## src/rtl/fifo_wr_arbiter_if.sv

```systemverilog
// Write-side bundle between NUM_REQ producers, the arbiter and one FIFO write port.
// master drives requests and the full flag; slave is the arbiter.
interface fifo_wr_arbiter_if #(
    parameter int NUM_REQ    = 4,
    parameter int DATA_WIDTH = 4
);
  localparam int OW = $clog2(NUM_REQ);

  logic [NUM_REQ-1:0]            req;
  logic [NUM_REQ*DATA_WIDTH-1:0] req_data;
  logic [NUM_REQ-1:0]            gnt;
  logic                          fifo_full;
  logic                          fifo_w_en;
  logic [DATA_WIDTH-1:0]         fifo_w_data;
  logic [OW-1:0]                 owner;
  logic                          busy;

  modport master (
    output req, req_data, fifo_full,
    input  gnt, fifo_w_en, fifo_w_data, owner, busy
  );

  modport slave (
    input  req, req_data, fifo_full,
    output gnt, fifo_w_en, fifo_w_data, owner, busy
  );
endinterface

```

## src/rtl/fifo_wr_arbiter.sv

```systemverilog
// Round-robin sharing of one FIFO write port; 1-cycle arbitration, then up to MAX_BURST words.
// fifo_full stalls the current owner combinationally without revoking its grant.
module fifo_wr_arbiter #(
    parameter int NUM_REQ    = 4,
    parameter int DATA_WIDTH = 4,
    parameter int MAX_BURST  = 4
) (
  input logic               clk,
  input logic               rst,
  fifo_wr_arbiter_if.slave  bus
);
  localparam int OW = $clog2(NUM_REQ);
  localparam int BW = $clog2(MAX_BURST + 1);

  typedef enum logic {IDLE, GRANT} state_t;

  state_t                state_q, state_d;
  logic [OW-1:0]         owner_q, owner_d;
  logic [OW-1:0]         last_q, last_d;
  logic [BW-1:0]         beat_q, beat_d;
  logic [OW-1:0]         cand;
  logic [OW-1:0]         sel_idx;
  logic                  sel_vld;
  logic                  owner_req;
  logic [DATA_WIDTH-1:0] owner_dat;
  logic                  accept;

  always_ff @(posedge clk or negedge rst) begin
    if (!rst) begin
      state_q <= IDLE;
      owner_q <= '0;
      last_q  <= OW'(NUM_REQ - 1);
      beat_q  <= '0;
    end else begin
      state_q <= state_d;
      owner_q <= owner_d;
      last_q  <= last_d;
      beat_q  <= beat_d;
    end
  end

  always_comb begin
    state_d         = state_q;
    owner_d         = owner_q;
    last_d          = last_q;
    beat_d          = beat_q;
    cand            = '0;
    sel_idx         = '0;
    sel_vld         = 1'b0;
    owner_req       = 1'b0;
    owner_dat       = '0;
    accept          = 1'b0;
    bus.gnt         = '0;
    bus.fifo_w_en   = 1'b0;
    bus.fifo_w_data = '0;
    bus.busy        = 1'b0;

    // Walk downward so the candidate closest after last_q is the one left in sel_idx.
    for (int k = NUM_REQ; k >= 1; k--) begin
      cand = OW'((int'(last_q) + k) % NUM_REQ);
      if (bus.req[cand]) begin
        sel_vld = 1'b1;
        sel_idx = cand;
      end
    end

    for (int i = 0; i < NUM_REQ; i++) begin
      if (owner_q == OW'(i)) begin
        owner_req = bus.req[i];
        owner_dat = bus.req_data[i*DATA_WIDTH +: DATA_WIDTH];
      end
    end

    case (state_q)
      IDLE: begin
        if (sel_vld) begin
          owner_d = sel_idx;
          beat_d  = '0;
          state_d = GRANT;
        end
      end
      GRANT: begin
        accept          = owner_req & ~bus.fifo_full;
        bus.busy        = 1'b1;
        bus.fifo_w_en   = accept;
        bus.fifo_w_data = owner_dat;
        for (int i = 0; i < NUM_REQ; i++) begin
          bus.gnt[i] = accept && (owner_q == OW'(i));
        end
        if (!owner_req) begin
          state_d = IDLE;
          last_d  = owner_q;
        end else if (accept) begin
          beat_d = beat_q + BW'(1);
          if (beat_q == BW'(MAX_BURST - 1)) begin
            state_d = IDLE;
            last_d  = owner_q;
          end
        end
      end
      default: state_d = IDLE;
    endcase
  end

  assign bus.owner = owner_q;
endmodule

```

## src/flat_wrapper.sv

```systemverilog
// flat-port wrapper written by rule: the top's interface ports become plain ports
module fifo_wr_arbiter_flat 
#(
    parameter int NUM_REQ    = 4,
    parameter int DATA_WIDTH = 4,
    parameter int MAX_BURST  = 4
)
  (clk, rst, bus_req, bus_req_data, bus_fifo_full, bus_gnt, bus_fifo_w_en, bus_fifo_w_data, bus_owner, bus_busy);
  fifo_wr_arbiter_if #(.NUM_REQ(NUM_REQ), .DATA_WIDTH(DATA_WIDTH)) bus_i ();
  input logic clk;
  input logic rst;
  input wire logic [$bits(bus_i.req)-1:0] bus_req;
  input wire logic [$bits(bus_i.req_data)-1:0] bus_req_data;
  input wire logic [$bits(bus_i.fifo_full)-1:0] bus_fifo_full;
  output wire logic [$bits(bus_i.gnt)-1:0] bus_gnt;
  output wire logic [$bits(bus_i.fifo_w_en)-1:0] bus_fifo_w_en;
  output wire logic [$bits(bus_i.fifo_w_data)-1:0] bus_fifo_w_data;
  output wire logic [$bits(bus_i.owner)-1:0] bus_owner;
  output wire logic [$bits(bus_i.busy)-1:0] bus_busy;
  assign bus_i.req = bus_req;
  assign bus_i.req_data = bus_req_data;
  assign bus_i.fifo_full = bus_fifo_full;
  assign bus_gnt = bus_i.gnt;
  assign bus_fifo_w_en = bus_i.fifo_w_en;
  assign bus_fifo_w_data = bus_i.fifo_w_data;
  assign bus_owner = bus_i.owner;
  assign bus_busy = bus_i.busy;
  fifo_wr_arbiter #(.NUM_REQ(NUM_REQ), .DATA_WIDTH(DATA_WIDTH), .MAX_BURST(MAX_BURST)) u_core (.clk(clk), .rst(rst), .bus(bus_i));
endmodule
```

## config.mk

```make
export PLATFORM = sky130hd
export DESIGN_NAME = fifo_wr_arbiter_flat
export DESIGN_NICKNAME = d
export VERILOG_FILES = /design/src/rtl/fifo_wr_arbiter_if.sv /design/src/rtl/fifo_wr_arbiter.sv /design/src/flat_wrapper.sv
export SDC_FILE = /design/constraint.sdc
export NUM_CORES = 1
export LEC_CHECK = 0
export CORE_AREA = 10 10 53 55
export CTS_CLUSTER_SIZE = 28
export DETAILED_ROUTE_END_ITERATION = 10
export DIE_AREA = 0 0 63 65
export HOLD_SLACK_MARGIN = 0.15
export PLACE_DENSITY = 0.81
export SLEW_MARGIN = 20
export SYNTH_ARGS = -nofsm -noshare
export SYNTH_HDL_FRONTEND = slang
export SYNTH_SLANG_ARGS = --single-unit
```

## constraint.sdc

```tcl
create_clock -name clk -period 4.9 [get_ports clk]
set_clock_uncertainty 0.05 [all_clocks]
set_input_delay 0.49 -clock clk [delete_from_list [all_inputs] [get_ports clk]]
set_output_delay 0.49 -clock clk [all_outputs]
set_load 0.1 [all_outputs]
```

Word level (Yosys, flattened, before mapping)
Cells that the tools add are included.

Input port bits: 23. Flip-flop bits (word level): 8.

Mux-type cells: 40. Add/subtract/negate cells: 5. Reductions and logical operators: 8. Bitwise gates (word level): 3. Equality and inequality tests: 9. Magnitude comparators: 4.

Operators with widths (count): $mux W4 (6); $mux W1 (18); $mux W2 (7); $lt A2 B3 Y1 const B (4); $mux W3 (3); $bmux W1 S2 (4); $ne A2 B2 Y1 const B (4); $pmux W3 S2 (1); $reduce_and A3 Y1 (2); $add A2 B1 Y2 const B (2); $add A2 B2 Y2 const B (2); $eq A2 B2 Y1 const B (2); $logic_and A1 B1 Y1 (4); $add A3 B1 Y3 const B (1); $eq A3 B2 Y1 const B (1); $eq A2 B1 Y1 const B (1); $logic_not A2 Y1 (1); $ne A2 B1 Y1 const B (1); $not A1 Y1 (2); $pmux W1 S2 (1); $reduce_and A2 Y1 (1); $and A1 B1 Y1 (1).

Longest topological paths before layout
Gate-level depths: netlist (run 1).

Depth in word-level cells: 9. Depth in mapped cells: 6.

Worst setup path before layout (run 1)
No wires, ideal clock.

Kind: reg-to-output. Start point: register u_core.state_q. End point: output bus_gnt[0]. Stages on the path, launching flop included: 4. Path slack: 0.808 ns. Data arrival time: 3.552 ns. Path buffers: 0. Cells stage by stage: dfrtp_1 nor2b_1 nand2_1 nor3b_1.

Word-level cells in the longest chain between the ends: 1.

Ends and longest elaborated chain: start: declaration (line fifo_wr_arbiter.sv:17) `state_t state_q, state_d;`; start signal: assignment (line fifo_wr_arbiter.sv:35) `state_q <= state_d;`; $mux W4 (line fifo_wr_arbiter.sv:74) `case (state_q)`; end: declaration (line flat_wrapper.sv:15) `output wire logic [$bits(bus_i.gnt)-1:0] bus_gnt;`.

No other way between the ends.

Worst setup path after layout (run 1)
Start point: input bus_req[3]. End point: output bus_fifo_w_en.

Word-level cells in the longest chain between the ends: 3.

Ends and longest elaborated chain: start: declaration (line flat_wrapper.sv:12) `input wire logic [$bits(bus_i.req)-1:0] bus_req;`; $mux W1 (line fifo_wr_arbiter.sv:68) `if (owner_q == OW'(i)) begin`; $and A1 B1 Y1 (line fifo_wr_arbiter.sv:83) `accept = owner_req & ~bus.fifo_full;`; $mux W1 (line fifo_wr_arbiter.sv:74); end: declaration (line flat_wrapper.sv:16) `output wire logic [$bits(bus_i.fifo_w_en)-1:0] bus_fifo_w_en;`.

No other way between the ends.

==> results of run 1 <==
## metal layers
metal | wire length, µm | global-route usage, %
met1 | 958 | 12.4
met4 | 20 | 3.35
met5 | 0 | 0
met3 | 183 | 4.47
met2 | 963 | 17.6
## synth_stat cells, types with 2 or more instances
library cell  instances  area (µm²)
ha_1                  2        25.0
dfrtp_1               6         150
a21oi_1               3        15.0
nand2_1              11        41.3
inv_1                 6        22.5
mux4_1                4         105
a21o_1                2        15.0
o2bb2ai_1             2        17.5
o21ai_0               3        15.0
dfstp_2               2        52.6
mux2i_1               6        60.1
nand3_2               2        20.0
nor2_1                6        22.5
and2_1                4        25.0
## flip-flops by register name (all words and copies together), names as in the netlist
register and flops:
u_core.beat_q 3, u_core.bus.owner 2, u_core.last_q 2, u_core.state_q 1
## cells in the final DEF, fill, tap and decap left out, drive strengths merged
master,Yosys,routed
nand2,11,11
mux2,1,1
o21ai,4,4
dfrtp,6,6
o21bai,1,1
clkdlybuf4s50,0,34
ha,2,2
nand3,3,3
nor2b,1,1
a21o,2,2
or3b,1,1
mux4,4,4
mux2i,6,6
and2,4,4
a311o,1,1
nor2,6,6
nand2b,1,1
o2bb2ai,2,2
clkbuf,3,4
a21boi,1,1
inv,6,6
dfstp,2,2
nor3b,1,1
o22ai,1,1
a21oi,3,3
## per-stage QoR
stage / area, µm² / hold slack, ps / util, % / power (mW) / std cells
4_1_cts: 1070 / 445 / 57.7 / 0.774 / 135
6_report: 1070 / 441 / 57.7 / 0.766 / 135
3_3_place_gp: 1050 / 431 / 56.3 / 0.710 / 131
5_1_grt: 1070 / 467 / 57.7 / 0.809 / 135
2_1_floorplan: 707 / 144 / - / 0.598 / 75
3_5_place_dp: 1050 / 434 / 56.3 / 0.718 / 131
## kinds of logic (layout without fill, tap and decap cells)
logic type,after synthesis,after routing
muxes,11,11
adders and majority gates,2,2
AOI/OAI and AO/OA,15,15
buffers and inverters,11,44
and+or+nand+nor,28,28
DFF,8,8
## final timing paths
check	to	startpoint	slack (ps)	cells past startpoint
min in group asynchronous	u_core.beat_q[2]$_DFFE_PN0P_	rst	460	1
worst min-delay path	u_core.beat_q[0]$_DFFE_PN0P_	u_core.beat_q[0]$_DFFE_PN0P_	440	1
max in group asynchronous	u_core.last_q[0]$_DFFE_PN1P_	rst	4030	1
worst min register to register	u_core.beat_q[0]$_DFFE_PN0P_	u_core.beat_q[0]$_DFFE_PN0P_	440	1
worst max-delay path	bus_fifo_w_en	bus_req[3]	1580	5
worst max register to register	u_core.last_q[0]$_DFFE_PN1P_	u_core.beat_q[0]$_DFFE_PN0P_	3210	6
## report_power, final
part	leakage (nW)	total, mW	switching [mW]	internal, mW
clock	0.0150	0.0531	0.0219	0.0311
combinational	0.337	0.552	0.379	0.173
sequential	0.0975	0.161	0.0595	0.101
total	0.449	0.766	0.460	0.306
## cell type report
cell class	count	area (µm²)
flip-flops and latches	8	203
inverters	6	22.5
well taps	27	33.8
repair buffers	34	340
fillers	170	787
clock buffers	4	26.3
multi-input cells	56	449
## critical path: cells and delay by family
family	cells	cell delay [ps]
AND/OR/NAND/NOR	1	110
AO/OA/AOI/OAI	1	160
buffers and inverters	2	1770
multiplexers	1	230
==> run metrics, run 1 <==
status finished clean; DR iter-0 viols 7; GRT Overall Usage 10.7%; Post-synth EDFFs 0; I/O Buffers 34; DIE HEIGHT 65 µm; syn nets 100; Worst-Margin Slew 992 ps; worst setup margin 1580 ps; main combinational cell family by area after synthesis multiplexers; DR vias 692; final antenna-violating net count 0; crit path capture type primary output; number of global-route vias before repair 723; mux cell area share after synthesis 25.0%; biggest cell delay along the critical path 1200 ps; Setup Buffers After CTS 0; endpoints failing hold 0; TritonRoute pass-1 iters 4; Site Rows 16; final setup vio count 0; Starting Density 38.0%; Worst path slowest cell clkdlybuf4s50_1; CP cell instances clkdlybuf4s50_1 > mux2_2 > nand3_2 > o21ai_2 > clkdlybuf4s50_1; Die ar. 0.00410 mm²; max_slew headroom 33.6%; nets 134; Sink Count 8; leak pwr 0.449 nW; register area share after synthesis 28.7%; Worst EP arrival 2780 ps; crit path kind in -> out; Wirelength per Cell 15.7 µm; vias per cell 5.13; setup TNS 0 ps; share of cells above drive strength 1 9.26%; RSZ-0062 raised after global routing false; Max Freq 301 MHz; Area Growth Syn to Fin 52.0%; area of the core 0.00186 mm²; Cell Area, Synth 707 µm²; WP data required 4360 ps; initial antenna violation count 0; CP Max Fanout 7; Synth Register Bits 8; # hold bufs at CTS 0; Post-Syn Instances 75; Root Buffer clkbuf_4; first-pass GRT wire length 3.53 mm; Min-Delay Path Class reg -> reg; DRC viols 0; VDD IR max 0.000385 V; IO Pins 35; routability congestion estimate 0.796; Final HPWL DP 1.81 mm; XOR/XNOR share of the synthesized area 0%; Cell Pwr Density 713 mW/mm²; Clock transition at path regs 50 ps; Final Critical Period 3320 ps; Yosys cell types 30; clk buf depth 2; Critical Path Source Type input port; Setup WS pre-CTS 1580 ps; H-Tree Level Count 1; most frequent CP cell clkdlybuf4s50_1; CTS tree done; Max Slew Vio Count 0; Post-Synth Adder-Cell Area 3.54%; area share of and/or/nand/nor cells after synthesis 20.5%; synthesized area per cell 9.43 µm²; ant diodes 0; Yosys warnings 0; Synth Flop Type dfrtp_1; number of max-cap violations 0; total grt overflow 0; CTS resizes 0; clk_lat worst skew 250 ps; Synth Area in Compound Gates 14.5%; CTS Buf Count 3; largest net degree at the start of global routing 14; Die Span X 63 µm; WL final 2.13 mm; Synth async-reset ratio 100%; fin crit share 67.7%
Power figures use the tool's default switching activity.
==> run 2: changes to the inputs <==
--- a/config.mk
+++ b/config.mk
@@ -5,12 +5,12 @@
 export SDC_FILE = /design/constraint.sdc
 export NUM_CORES = 1
 export LEC_CHECK = 0
-export CORE_AREA = 10 10 53 55
+export CORE_AREA = 10 10 56 58
 export CTS_CLUSTER_SIZE = 28
 export DETAILED_ROUTE_END_ITERATION = 10
-export DIE_AREA = 0 0 63 65
+export DIE_AREA = 0 0 66 68
 export HOLD_SLACK_MARGIN = 0.15
-export PLACE_DENSITY = 0.81
+export PLACE_DENSITY = 0.75
 export SLEW_MARGIN = 20
 export SYNTH_ARGS = -nofsm -noshare
 export SYNTH_HDL_FRONTEND = slang
==> constraint.sdc (replaced) <==
create_clock -name clk -period 2.9 [get_ports clk]
set_clock_uncertainty 0.05 [all_clocks]
set_input_delay 0.29 -clock clk [delete_from_list [all_inputs] [get_ports clk]]
set_output_delay 0.29 -clock clk [all_outputs]
set_load 0.1 [all_outputs]
==> run 2 against run 1 <==
Sequential share of layout area grew 0.22 points. Non-clock buffer count is the same. Die area grew 9.6%. Sequential cell count is the same. Design area shrank 1.2%. Global-route usage shrank 1.1 points. Register-to-register slack lost 2000 ps. Core utilization shrank 7.3 points. Critical endpoint is now bus_fifo_w_data[0]. Highest routed layer unchanged.
==> run metrics, run 2 (same netlist as run 1, synthesis figures left out) <==
status finished clean; Design Power 1.29 mW; TritonRoute pass-1 iters 2; gr busiest metal met2; Clock transition at path regs 50 ps; first-pass GRT wire length 3.35 mm; Final HPWL DP 1.76 mm; number of max-cap violations 0; number of global-route vias before repair 696; met1 usage 10.2%; Fillers 186; largest net degree at the start of global routing 14; area of the core 0.00211 mm²; IO Pins 35; area occupied by multi-input gates 457 µm²; initial antenna violation count 0; WP data required 2560 ps; DRC viols 0; Hold WS 251 ps; Cell Pwr Density 1210 mW/mm²; # hold bufs at CTS 0; Sink Count 8; met3 Use GR 3.43%; Starting Density 33.6%; met2 Use GR 16.7%; I/O Buffers 34; CP Max Fanout 11; storage element area 203 µm²; Wirelength per Cell 15.4 µm; CP cell instances mux4_1 > and2_1 > buf_4; clk_lat worst skew 260 ps; crit path capture type primary output; clk buf depth 2; CTS tree done; Final Critical Period 2230 ps; WL final 2.08 mm; GRT Overall Usage 9.61%; Max Freq 449 MHz; Area Growth Syn to Fin 50.3%; most common cell after layout, fill and taps aside clkdlybuf4s50_1; nets 134; RSZ-0062 raised after global routing false; Max Slew Vio Count 0; Root Buffer clkbuf_4; total grt overflow 0; Site Rows 17; ant diodes 0; Top reg by flops u_core.beat_q; biggest cell delay along the critical path 620 ps; VDD IR max 0.000491 V; Worst EP arrival 1890 ps; CTS resizes 0; most frequent cells in the layout clkdlybuf4s50_1, nand2_1, buf_4; max_slew headroom 69.3%; routability congestion estimate 0.892; Worst R2R Path Depth 6; crit path kind reg -> out; H-Tree Level Count 1; Die Span X 66 µm; max FFs per register 3; Worst-Margin Slew 461 ps; Critical Path Source Type flop; DR iter-0 viols 32; leak pwr 0.471 nW; Setup Buffers After CTS 0; share of cells above drive strength 1 22.4%; setup TNS 0 ps; final setup vio count 0; DIE HEIGHT 68 µm; final antenna-violating net count 0; endpoints failing hold 0; Worst path slowest cell dfrtp_1; Die ar. 0.00449 mm²; fin crit share 76.9%; Min-Delay Path Class in -> async; vias per cell 5.13; DR vias 692; CTS Buf Count 3
==> run 2: changes by cell type in the layout (fill, tap and decap cells not counted) <==
cell             change
clkdlybuf4s50_1     -12
clkbuf_1             -1
nor3b_2              +1
buf_12               +1
nor3b_1              -1
nor2_1               -1
buf_4               +11
nor2_2               +1
==> run 2: final timing paths <==
| check | startpoint | end | slack, ps |
|---|---|---|---|
| max reg2reg | u_core.beat_q[0]$_DFFE_PN0P_ | u_core.last_q[0]$_DFFE_PN1P_ | 1190 |
| min reg2reg | u_core.beat_q[0]$_DFFE_PN0P_ | u_core.beat_q[0]$_DFFE_PN0P_ | 440 |
| min in group clk | u_core.beat_q[0]$_DFFE_PN0P_ | u_core.beat_q[0]$_DFFE_PN0P_ | 440 |
| min | rst | u_core.beat_q[1]$_DFFE_PN0P_ | 250 |
| max in group asynchronous | rst | u_core.last_q[0]$_DFFE_PN1P_ | 2250 |
| max | u_core.bus.owner[0]$_DFFE_PN0P_ | bus_fifo_w_data[0] | 670 |
==> run 2: routing by layer <==
metal	vias to the layer above	share of wire, %
li1	331	-
met1	330	42
met2	27	49
met3	4	7.4
met4	0	1.4
met5	-	0
==> run 2: area by class of cell <==
| type | count | area share [%] |
|---|---|---|
| multi-input combinational | 56 | 43.0 |
| tap | 28 | 3.30 |
| timing repair buffer | 34 | 30.4 |
| clock buffer | 3 | 2.12 |
| sequential | 8 | 19.1 |
| inverter | 6 | 2.12 |
==> run 2: through the flow <==
| step | instance area [µm²] | instances | util, % | setup slack [ps] |
|---|---|---|---|---|
| detailed placement | 1040 | 132 | 49.4 | 879 |
| floorplan | 714 | 75 | - | -145 |
| finish | 1060 | 135 | 50.4 | 671 |
| CTS | 1060 | 135 | 50.4 | 649 |
| global placement | 1040 | 132 | 49.4 | 912 |
| global route | 1060 | 135 | 50.4 | 566 |
==> run 2: critical path: cells and delay by family (launching register included) <==
family,cells,cell delay [ps]
DFF,1,620
and+or+nand+nor,1,170
muxes,1,610
buffers and inverters,1,230
==> run 2: where the power goes <==
part	switching, mW	internal [mW]
Combinational	0.647	0.284
Clock	0.0362	0.0472
Sequential	0.103	0.171
Total	0.786	0.503
